$ cat config.mk
export PLATFORM = sky130hd
export DESIGN_NAME = seq_loop_ctrl
export DESIGN_NICKNAME = d
export VERILOG_FILES = /design/src/rtl/seq_loop_pkg.sv /design/src/rtl/seq_loop_iter_cnt.sv /design/src/rtl/seq_loop_ctrl.sv
export SDC_FILE = /design/constraint.sdc
export NUM_CORES = 1
export LEC_CHECK = 0
export CORE_UTILIZATION = 40
export CTS_BUF_LIST = sky130_fd_sc_hd__clkbuf_4 sky130_fd_sc_hd__clkbuf_8 sky130_fd_sc_hd__clkbuf_16
export DETAILED_ROUTE_END_ITERATION = 10
export PLACE_DENSITY_LB_ADDON = 0.05
export SYNTH_ARGS = -nofsm -noshare
export SYNTH_HDL_FRONTEND = slang
export SYNTH_SLANG_ARGS = --single-unit
$ cat constraint.sdc
create_clock -name clock -period 5.95 [get_ports clock]
set_input_delay 1.4875 -clock clock [delete_from_list [all_inputs] [get_ports clock]]
set_output_delay 1.4875 -clock clock [all_outputs]
set_load 0.005 [all_outputs]
$ cat src/rtl/seq_loop_pkg.sv
// rtl/seq_loop_pkg.sv - state encodings and shared types for the single-loop sequencer
package seq_loop_pkg;

    // Default state vector width; the top level carries its own FSM_WIDTH parameter.
    localparam int SEQ_FSM_WIDTH = 4;

    typedef logic [SEQ_FSM_WIDTH-1:0] state_t;

    // Fixed codes that do not depend on the body length.
    localparam int ST_IDLE = 0;
    localparam int ST_PRE  = 1;

    // Code of body state k (BODY0 is the first state of every iteration).
    function automatic int st_body(input int k);
        return 2 + k;
    endfunction

    // Code of the last body state for a body of body_states states.
    function automatic int st_body_last(input int body_states);
        return st_body(body_states - 1);
    endfunction

    // Code of the post-loop state, directly after the last body state.
    function automatic int st_post(input int body_states);
        return body_states + 2;
    endfunction

endpackage

$ cat src/rtl/seq_loop_iter_cnt.sv
// rtl/seq_loop_iter_cnt.sv - trip count latch and iteration index with last-iteration compare
module seq_loop_iter_cnt
    import seq_loop_pkg::*;
#(
    parameter int CNT_WIDTH = 16
) (
    input  logic                 clk_i,
    input  logic                 rst_i,
    input  logic                 load_i,
    input  logic [CNT_WIDTH-1:0] trip_i,
    input  logic                 clear_i,
    input  logic                 inc_i,
    output logic [CNT_WIDTH-1:0] iter_idx_o,
    output logic                 trip_zero_o,
    output logic                 is_last_o
);

    logic [CNT_WIDTH-1:0] trip_q, trip_d;
    logic [CNT_WIDTH-1:0] iter_idx_q, iter_idx_d;

    // Load the trip count on start; clear the index before the first iteration, bump it between iterations.
    always_comb begin
        trip_d     = trip_q;
        iter_idx_d = iter_idx_q;
        if (load_i) begin
            trip_d = trip_i;
        end
        if (clear_i) begin
            iter_idx_d = '0;
        end else if (inc_i) begin
            iter_idx_d = iter_idx_q + CNT_WIDTH'(1);
        end
    end

    // Counter registers.
    always_ff @(posedge clk_i) begin
        if (rst_i) begin
            trip_q     <= '0;
            iter_idx_q <= '0;
        end else begin
            trip_q     <= trip_d;
            iter_idx_q <= iter_idx_d;
        end
    end

    assign iter_idx_o  = iter_idx_q;
    assign trip_zero_o = (trip_q == '0);
    // trip_q-1 only matters when trip_q is non-zero, so the wrap at zero is masked off.
    assign is_last_o   = (trip_q != '0) && (iter_idx_q == trip_q - CNT_WIDTH'(1));

endmodule

$ cat src/rtl/seq_loop_ctrl.sv
// rtl/seq_loop_ctrl.sv - ap_start/ap_done sequencer for one loop: pre state, body iterations, post state
module seq_loop_ctrl
    import seq_loop_pkg::*;
#(
    parameter int FSM_WIDTH   = 4,
    parameter int BODY_STATES = 3,
    parameter int CNT_WIDTH   = 16
) (
    input  logic                 clock,
    input  logic                 reset,
    input  logic                 ap_start,
    input  logic [CNT_WIDTH-1:0] trip_count,
    input  logic                 body_stall,
    output logic                 ap_idle,
    output logic                 ap_ready,
    output logic                 ap_done,
    output logic [FSM_WIDTH-1:0] cur_state,
    output logic [CNT_WIDTH-1:0] iter_idx,
    output logic                 iter_start,
    output logic                 iter_end,
    output logic                 loop_quit,
    output logic                 one_state_loop
);

    localparam logic [FSM_WIDTH-1:0] S_IDLE      = FSM_WIDTH'(ST_IDLE);
    localparam logic [FSM_WIDTH-1:0] S_PRE       = FSM_WIDTH'(ST_PRE);
    localparam logic [FSM_WIDTH-1:0] S_BODY0     = FSM_WIDTH'(st_body(0));
    localparam logic [FSM_WIDTH-1:0] S_BODY_LAST = FSM_WIDTH'(st_body_last(BODY_STATES));
    localparam logic [FSM_WIDTH-1:0] S_POST      = FSM_WIDTH'(st_post(BODY_STATES));

    logic [FSM_WIDTH-1:0] state_q, state_d;
    logic                 in_body;
    logic                 advance;
    logic                 cnt_load, cnt_clear, cnt_inc;
    logic                 trip_zero, is_last;

    // Body states are contiguous codes, so a range test identifies them for any body length.
    assign in_body = (state_q >= S_BODY0) && (state_q <= S_BODY_LAST);
    assign advance = in_body && !body_stall;

    // Next-state and counter control; POST and any unused code fall back to IDLE.
    always_comb begin
        state_d   = state_q;
        cnt_load  = 1'b0;
        cnt_clear = 1'b0;
        cnt_inc   = 1'b0;
        if (state_q == S_IDLE) begin
            if (ap_start) begin
                cnt_load = 1'b1;
                state_d  = S_PRE;
            end
        end else if (state_q == S_PRE) begin
            cnt_clear = 1'b1;
            state_d   = trip_zero ? S_POST : S_BODY0;
        end else if (in_body) begin
            if (!body_stall) begin
                if (state_q == S_BODY_LAST) begin
                    if (is_last) begin
                        state_d = S_POST;
                    end else begin
                        cnt_inc = 1'b1;
                        state_d = S_BODY0;
                    end
                end else begin
                    state_d = state_q + FSM_WIDTH'(1);
                end
            end
        end else begin
            state_d = S_IDLE;
        end
    end

    // State register; reset aborts any call in flight without a done pulse.
    always_ff @(posedge clock) begin
        if (reset) begin
            state_q <= S_IDLE;
        end else begin
            state_q <= state_d;
        end
    end

    seq_loop_iter_cnt #(
        .CNT_WIDTH (CNT_WIDTH)
    ) u_iter_cnt (
        .clk_i       (clock),
        .rst_i       (reset),
        .load_i      (cnt_load),
        .trip_i      (trip_count),
        .clear_i     (cnt_clear),
        .inc_i       (cnt_inc),
        .iter_idx_o  (iter_idx),
        .trip_zero_o (trip_zero),
        .is_last_o   (is_last)
    );

    assign cur_state      = state_q;
    assign ap_idle        = (state_q == S_IDLE);
    assign ap_done        = (state_q == S_POST);
    assign ap_ready       = (state_q == S_POST);
    assign iter_start     = advance && (state_q == S_BODY0);
    assign iter_end       = advance && (state_q == S_BODY_LAST);
    // Exit is decided either in PRE for an empty loop or when the final iteration completes.
    assign loop_quit      = ((state_q == S_PRE) && trip_zero) || (iter_end && is_last);
    assign one_state_loop = (BODY_STATES == 1);

endmodule

==> results of run 1 <==
-- cell families after synthesis --
logic type,count (synthesis),share of synthesized area
AOI/OAI and AO/OA,78,0.1984
xor gates and xnor gates,24,0.09322
adders and majority gates,6,0.03107
buffers and inverters,31,0.06162
other,1,0.001552
muxes,1,0.004143
DFF,36,0.2983
and+or+nand+nor,138,0.3118
-- Yosys cell counts, types with 3 or more instances --
master | count | share of area
o21ai_0 | 17 | 0.035
or4_1 | 4 | 0.012
xnor2_1 | 15 | 0.054
ha_1 | 6 | 0.031
and2_1 | 4 | 0.010
dfxtp_1 | 36 | 0.30
nand3_1 | 4 | 0.0083
or3_1 | 16 | 0.041
buf_2 | 5 | 0.010
and3_1 | 8 | 0.021
nand2_1 | 44 | 0.068
nor2b_1 | 3 | 0.0078
xor2_1 | 8 | 0.029
a211oi_1 | 4 | 0.012
clkbuf_1 | 11 | 0.017
inv_1 | 8 | 0.012
o211ai_1 | 5 | 0.016
nor4_1 | 8 | 0.021
nor3_1 | 4 | 0.0083
nand4_1 | 11 | 0.028
buf_4 | 3 | 0.0093
a21oi_1 | 34 | 0.070
nor2_1 | 13 | 0.020
nand2b_1 | 4 | 0.010
-- how the worst max path moves through the flow --
stage                            to  slack [ns]  depth (start not counted)
after CTS                 loop_quit        1.03                          8
after floorplan           loop_quit        2.04                          9
after detailed placement  loop_quit        1.38                          8
after global routing      loop_quit        0.90                          8
final                     loop_quit        1.03                          8
after global placement    loop_quit        1.34                          8
-- per-stage QoR --
stage / area [um2] / util / std cells
final: 2972 / 0.5236 / 419
after global routing: 2972 / 0.5236 / 419
after CTS: 2972 / 0.5236 / 419
after detailed placement: 2845 / 0.5013 / 411
after global placement: 2845 / 0.5013 / 411
after floorplan: 2420 / - / 316
-- per-layer routing --
layer | GRT usage | part of all wire | up-vias
met4 | 0.04364 | 0.0078 | 0
met5 | 0 | 0 | -
li1 | - | - | 1196
met1 | 0.3141 | 0.49 | 1148
met3 | 0.03429 | 0.043 | 5
met2 | 0.3368 | 0.46 | 52
-- worst max-delay path: stages, from the launching register on --
cell             delay [ns]
dfxtp_1                0.37
or4_1                  0.71
or2_4                  0.34
or4_4                  0.55
nand2_1                0.09
nand4_1                0.09
a211o_1                0.30
o21ai_0                0.16
clkdlybuf4s50_1        0.54
-- report_power, final --
part | internal, uW | switching [uW] | total [uW]
Combinational | 123 | 144 | 267
Clock | 148 | 94.5 | 243
Sequential | 256 | 26.8 | 283
Total | 527 | 265 | 792
-- cell type report --
class | count | area [um2]
inverters | 9 | 33.78
fillers | 580 | 2704
flip-flops and latches | 36 | 720.7
well taps | 72 | 90.09
repair buffers | 45 | 450.4
multi-input cells | 249 | 1550
clock inverters | 1 | 30.03
clock buffers | 7 | 96.34
-- flip-flops by register name (all words and copies together) (netlist names) --
| name | cells |
|---|---|
| u_iter_cnt.iter_idx_o | 16 |
| cur_state | 4 |
| u_iter_cnt.trip_q | 16 |
-- cell usage in the layout (no fill, tap or decap), drive strengths merged, types with 11 or more instances in the layout --
cell type      Yosys  routed
dfxtp             36      36
nor2              13      13
a21oi             34      34
or3               16      16
xnor2             15      15
o21ai             17      17
clkdlybuf4s50      0      45
nand4             11      11
nand2             44      44
==> summary.txt, run 1 <==
Yosys
  – Post-synth cell types: 57
  – Area of the mapped netlist: 2416 um2
  – Post-synth top flop: dfxtp_1
  – Sequential area share after synthesis: 0.2983
  – Yosys reg bits: 36
  – Synth async-reset ratio: 0
  – Post-Syn Instances: 315
  – Post-synth EDFFs: 0
  – Yosys Warn Count: 0
  – Syn_area_per_cell: 7.670 um2

Clocking
  – Clock buffer depth: 2
  – Root Buffer: clkbuf_8
  – Cts hold-fix bufs: 0
  – CTS clock-pin slew for the worst setup and hold paths: 0.08 ns
  – Post-CTS Setup Repair Bufs: 0
  – CTS HTree Levels: 2
  – TritonCTS clock tree: built
  – Clock buffer count from CTS: 5
  – Worst skew pair latency: 0.29 ns
  – Clock sink total: 36
  – # resized after CTS: 0

Finish
  – Share of layout cells above drive strength 1: 0.05187
  – Antenna cells: 0
  – Final nets: 372
  – Area Growth Syn to Fin: 22.99%

Routing
  – DR vias: 2401
  – Pre-antenna DRT Iters: 4
  – DRC Markers: 0
  – Final ANT Viol Nets: 0
  – Routed wire per std cell: 15.68 um
  – Routed vias/inst: 5.730
  – Final wirelength: 6.569 mm
  – 1st-iter DRT viols: 119

Worst setup path
  – Worst R2R Path Depth: 7
  – Crit end category: output port
  – Internal reg-to-reg setup slack: 2.41 ns
  – WP data required: 4.46 ns
  – Crit-path max FO: 9
  – WP data arrival: 3.44 ns
  – CP Launch Point: u_iter_cnt.trip_q[6]
  – Start of the worst register-to-register path: u_iter_cnt.trip_q[6]
  – CP Launch Type: flop
  – Reg2reg end: cur_state[0]
  – Setup Crit Path Kind: reg2out

Global routing
  – Gr ovfl total: 0
  – Largest net degree at the start of global routing: 36
  – Total track usage: 0.2171
  – First-pass GRT wire length: 10.67 mm
  – Initial antenna violation count: 0
  – Number of global-route vias before repair: 2075

STA
  – Final setup violating endpoints: 0
  – Slew margin rel.: 0.3660
  – Setup tns final: 0 ns
  – Min setup slack post-route: 1.026 ns
  – Final Cycle Share: 0.8275
  – RSZ-0062 raised after global routing: false
  – Final Hold Fails: 0
  – Skew final: 0.007536 ns
  – Maximum clock rate: 0.2031 GHz
  – Hold slack: 0.4945 ns
  – Max Slew Vio Count: 0
  – Worst slew pin tran: 0.9510 ns
  – Tmin final: 4.924 ns

Worst hold path
  – Hold WC Path Type: reg2reg
  – Hold Path End: u_iter_cnt.trip_q[15]
  – HP Start: u_iter_cnt.trip_q[15]
  – Min-Delay Path Depth: 2

Floorplan
  – Core Region: 5675 um2
  – Die height: 79.72 um
  – I/O Pins: 47
  – Die ar.: 6355 um2
  – Site row count: 27
  – Die W: 79.72 um
  – Initial Util: 0.4257

Run
  – Total of max-cap violations: 0

Placed design
  – Detail Placement HPWL: 4.744 mm
  – PortBufs: 45
  – RD Place Congestion: 0.9621
  – Dpl ws: 1.377 ns

Status
  – Status: completed

Power and ir drop
  – Final Power: 792.3 uW
  – Peak VDD IR: 0.0001270 V
  – Power Density: 266.6 nW/um2
  – Leakage power: 0.001083 uW
Power figures use the tool's default switching activity.
==> run 2: changes to the inputs <==
==> constraint.sdc (replaced) <==
create_clock -name clock -period 5.1 [get_ports clock]
set_input_delay 1.275 -clock clock [delete_from_list [all_inputs] [get_ports clock]]
set_output_delay 1.275 -clock clock [all_outputs]
set_load 0.005 [all_outputs]
==> run 2 against run 1 <==
Effect of this change:
- combinational power up 16%
- clock power fell by 10%
- worst setup slack got worse by 0.60 ns
- non-clock buffer count is the same
- critical path depth did not move
- register-to-register slack lost 0.84 ns
- highest routed layer unchanged
==> summary.txt, run 2 (synthesis gave the netlist of run 1 again) <==
Status
  – Status: completed

Power and ir drop
  – Clock power frac: 0.254
  – Power Density: 292.1 nW/um2
  – Peak VDD IR: 0.0001315 V
  – Internal Pwr Total: 550.5 uW
  – Gate power share: 0.361
  – Leakage power: 0.001070 uW
  – Seq pwr share: 0.385
  – Net Switching: 307.8 uW
  – Sw Share: 0.3586

Floorplan
  – I/O Pins: 47
  – Die ar.: 6355 um2
  – Die W: 79.72 um
  – Site row count: 27
  – Die height: 79.72 um
  – Core Region: 5675 um2
  – Initial Util: 0.4257

Finish
  – Commonest non-fill, non-tap cells in the layout: clkdlybuf4s50_1, nand2_1, dfxtp_1
  – Commonest non-fill, non-tap cell in the layout: clkdlybuf4s50_1
  – Fin area: 2938 um2
  – Final nets: 372
  – Share of layout cells above drive strength 1: 0.05187
  – Area Growth Syn to Fin: 21.60%
  – Antenna cells: 0
  – Util after Layout: 0.5176

STA
  – RSZ-0062 raised after global routing: false
  – Setup tns final: 0 ns
  – Skew final: 0.006048 ns
  – Final Hold Fails: 0
  – Worst slew pin tran: 0.9479 ns
  – Final setup violating endpoints: 0
  – Slew margin rel.: 0.3681
  – Tmin final: 4.674 ns
  – Max Slew Vio Count: 0
  – Final Cycle Share: 0.9165
  – Maximum clock rate: 0.2139 GHz

Worst hold path
  – Min-Delay Path Depth: 2
  – Hold Path End: u_iter_cnt.trip_q[15]
  – HP Start: u_iter_cnt.trip_q[15]
  – Hold WC Path Type: reg2reg

Placed design
  – Dpl cell area: 2845 um2
  – RD Place Congestion: 0.9548
  – PortBufs: 45
  – Detail Placement HPWL: 4.726 mm

Clocking
  – Worst skew pair latency: 0.30 ns
  – Root Buffer: clkbuf_8
  – Cts hold-fix bufs: 0
  – CTS HTree Levels: 2
  – Clock buffer count from CTS: 5
  – TritonCTS clock tree: built
  – CTS clock-pin slew for the worst setup and hold paths: 0.07 ns
  – Post-CTS Setup Repair Bufs: 0
  – Clock buffer depth: 2
  – Clock sink total: 36
  – # resized after CTS: 0

Global routing
  – Gr ovfl total: 0
  – GR Layer Usage met2: 0.3410
  – First-pass GRT wire length: 10.70 mm
  – Initial antenna violation count: 0
  – GR Layer Usage met1: 0.3036
  – Met3 global-route usage: 0.04343
  – Number of global-route vias before repair: 2110
  – Largest net degree at the start of global routing: 36
  – Most crowded layer after global routing: met2
  – Total track usage: 0.2195

Worst setup path
  – Crit-path max FO: 9
  – Crit end category: output port
  – Internal reg-to-reg setup slack: 1.57 ns
  – Reg2reg end: cur_state[0]
  – Start of the worst register-to-register path: u_iter_cnt.trip_q[6]
  – Worst R2R Path Depth: 7
  – CP Launch Type: flop
  – WP data arrival: 3.40 ns
  – Setup Crit Path Kind: reg2out
  – WP data required: 3.83 ns

Routing
  – Routed vias/inst: 5.697
  – Final wirelength: 6.509 mm
  – Pre-antenna DRT Iters: 4
  – Routed wire per std cell: 15.53 um
  – 1st-iter DRT viols: 183
  – DRC Markers: 0
  – Final ANT Viol Nets: 0
  – DR vias: 2387

Run
  – Total of max-cap violations: 0
-- run 2: final cells by class --
cell class	instances	area (um2)
Clock buffer	6	82.58
Clock inverter	2	10.01
Fill cell	575	2738
Inverter	9	33.78
Multi-Input combinational cell	249	1550
Sequential cell	36	720.7
Tap cell	72	90.09
Timing Repair Buffer	45	450.4
-- run 2: worst max path at each step --
stage | start | end | slack, ns
floorplan | u_iter_cnt.trip_q[0] | loop_quit | 1.40
global placement | u_iter_cnt.trip_q[6] | loop_quit | 0.71
detailed placement | u_iter_cnt.trip_q[6] | loop_quit | 0.74
CTS | u_iter_cnt.trip_q[6] | loop_quit | 0.40
global route | u_iter_cnt.trip_q[6] | loop_quit | 0.24
finish | u_iter_cnt.trip_q[6] | loop_quit | 0.43
-- run 2: routing by layer --
layer	share of wire	vias up	wire [um]
met5	0	-	0
met4	0.012	0	75
met3	0.052	5	340
met2	0.47	61	3055
met1	0.47	1126	3038
li1	-	1195	-
-- run 2: worst max-delay path, stage by stage, from the launching register on --
cell	delay [ns]
dfxtp_1	0.37
or4_1	0.70
or2_4	0.34
or4_4	0.54
nand2_1	0.08
nand4_1	0.09
a211o_1	0.29
o21ai_0	0.16
clkdlybuf4s50_1	0.53
-- run 2: through the flow --
step / setup WS [ns] / std cells / total power, uW / hold WS (ns)
2_1_floorplan: 1.401 / 316 / 558.8 / 0.4568
3_3_place_gp: 0.7124 / 411 / 641.8 / 0.4752
3_5_place_dp: 0.7410 / 411 / 643.6 / 0.4875
4_1_cts: 0.4011 / 419 / 862.5 / 0.4979
5_1_grt: 0.2411 / 419 / 918.1 / 0.5191
6_report: 0.4259 / 419 / 858.2 / 0.4959
-- run 2: power groups by stage --
stage	Sequential [uW]	Clock, uW	Combinational (uW)
2_1_floorplan	325	0	234
3_3_place_gp	336	0	306
3_5_place_dp	336	0	307
4_1_cts	330	223	310
5_1_grt	335	240	343
6_report	330	218	310
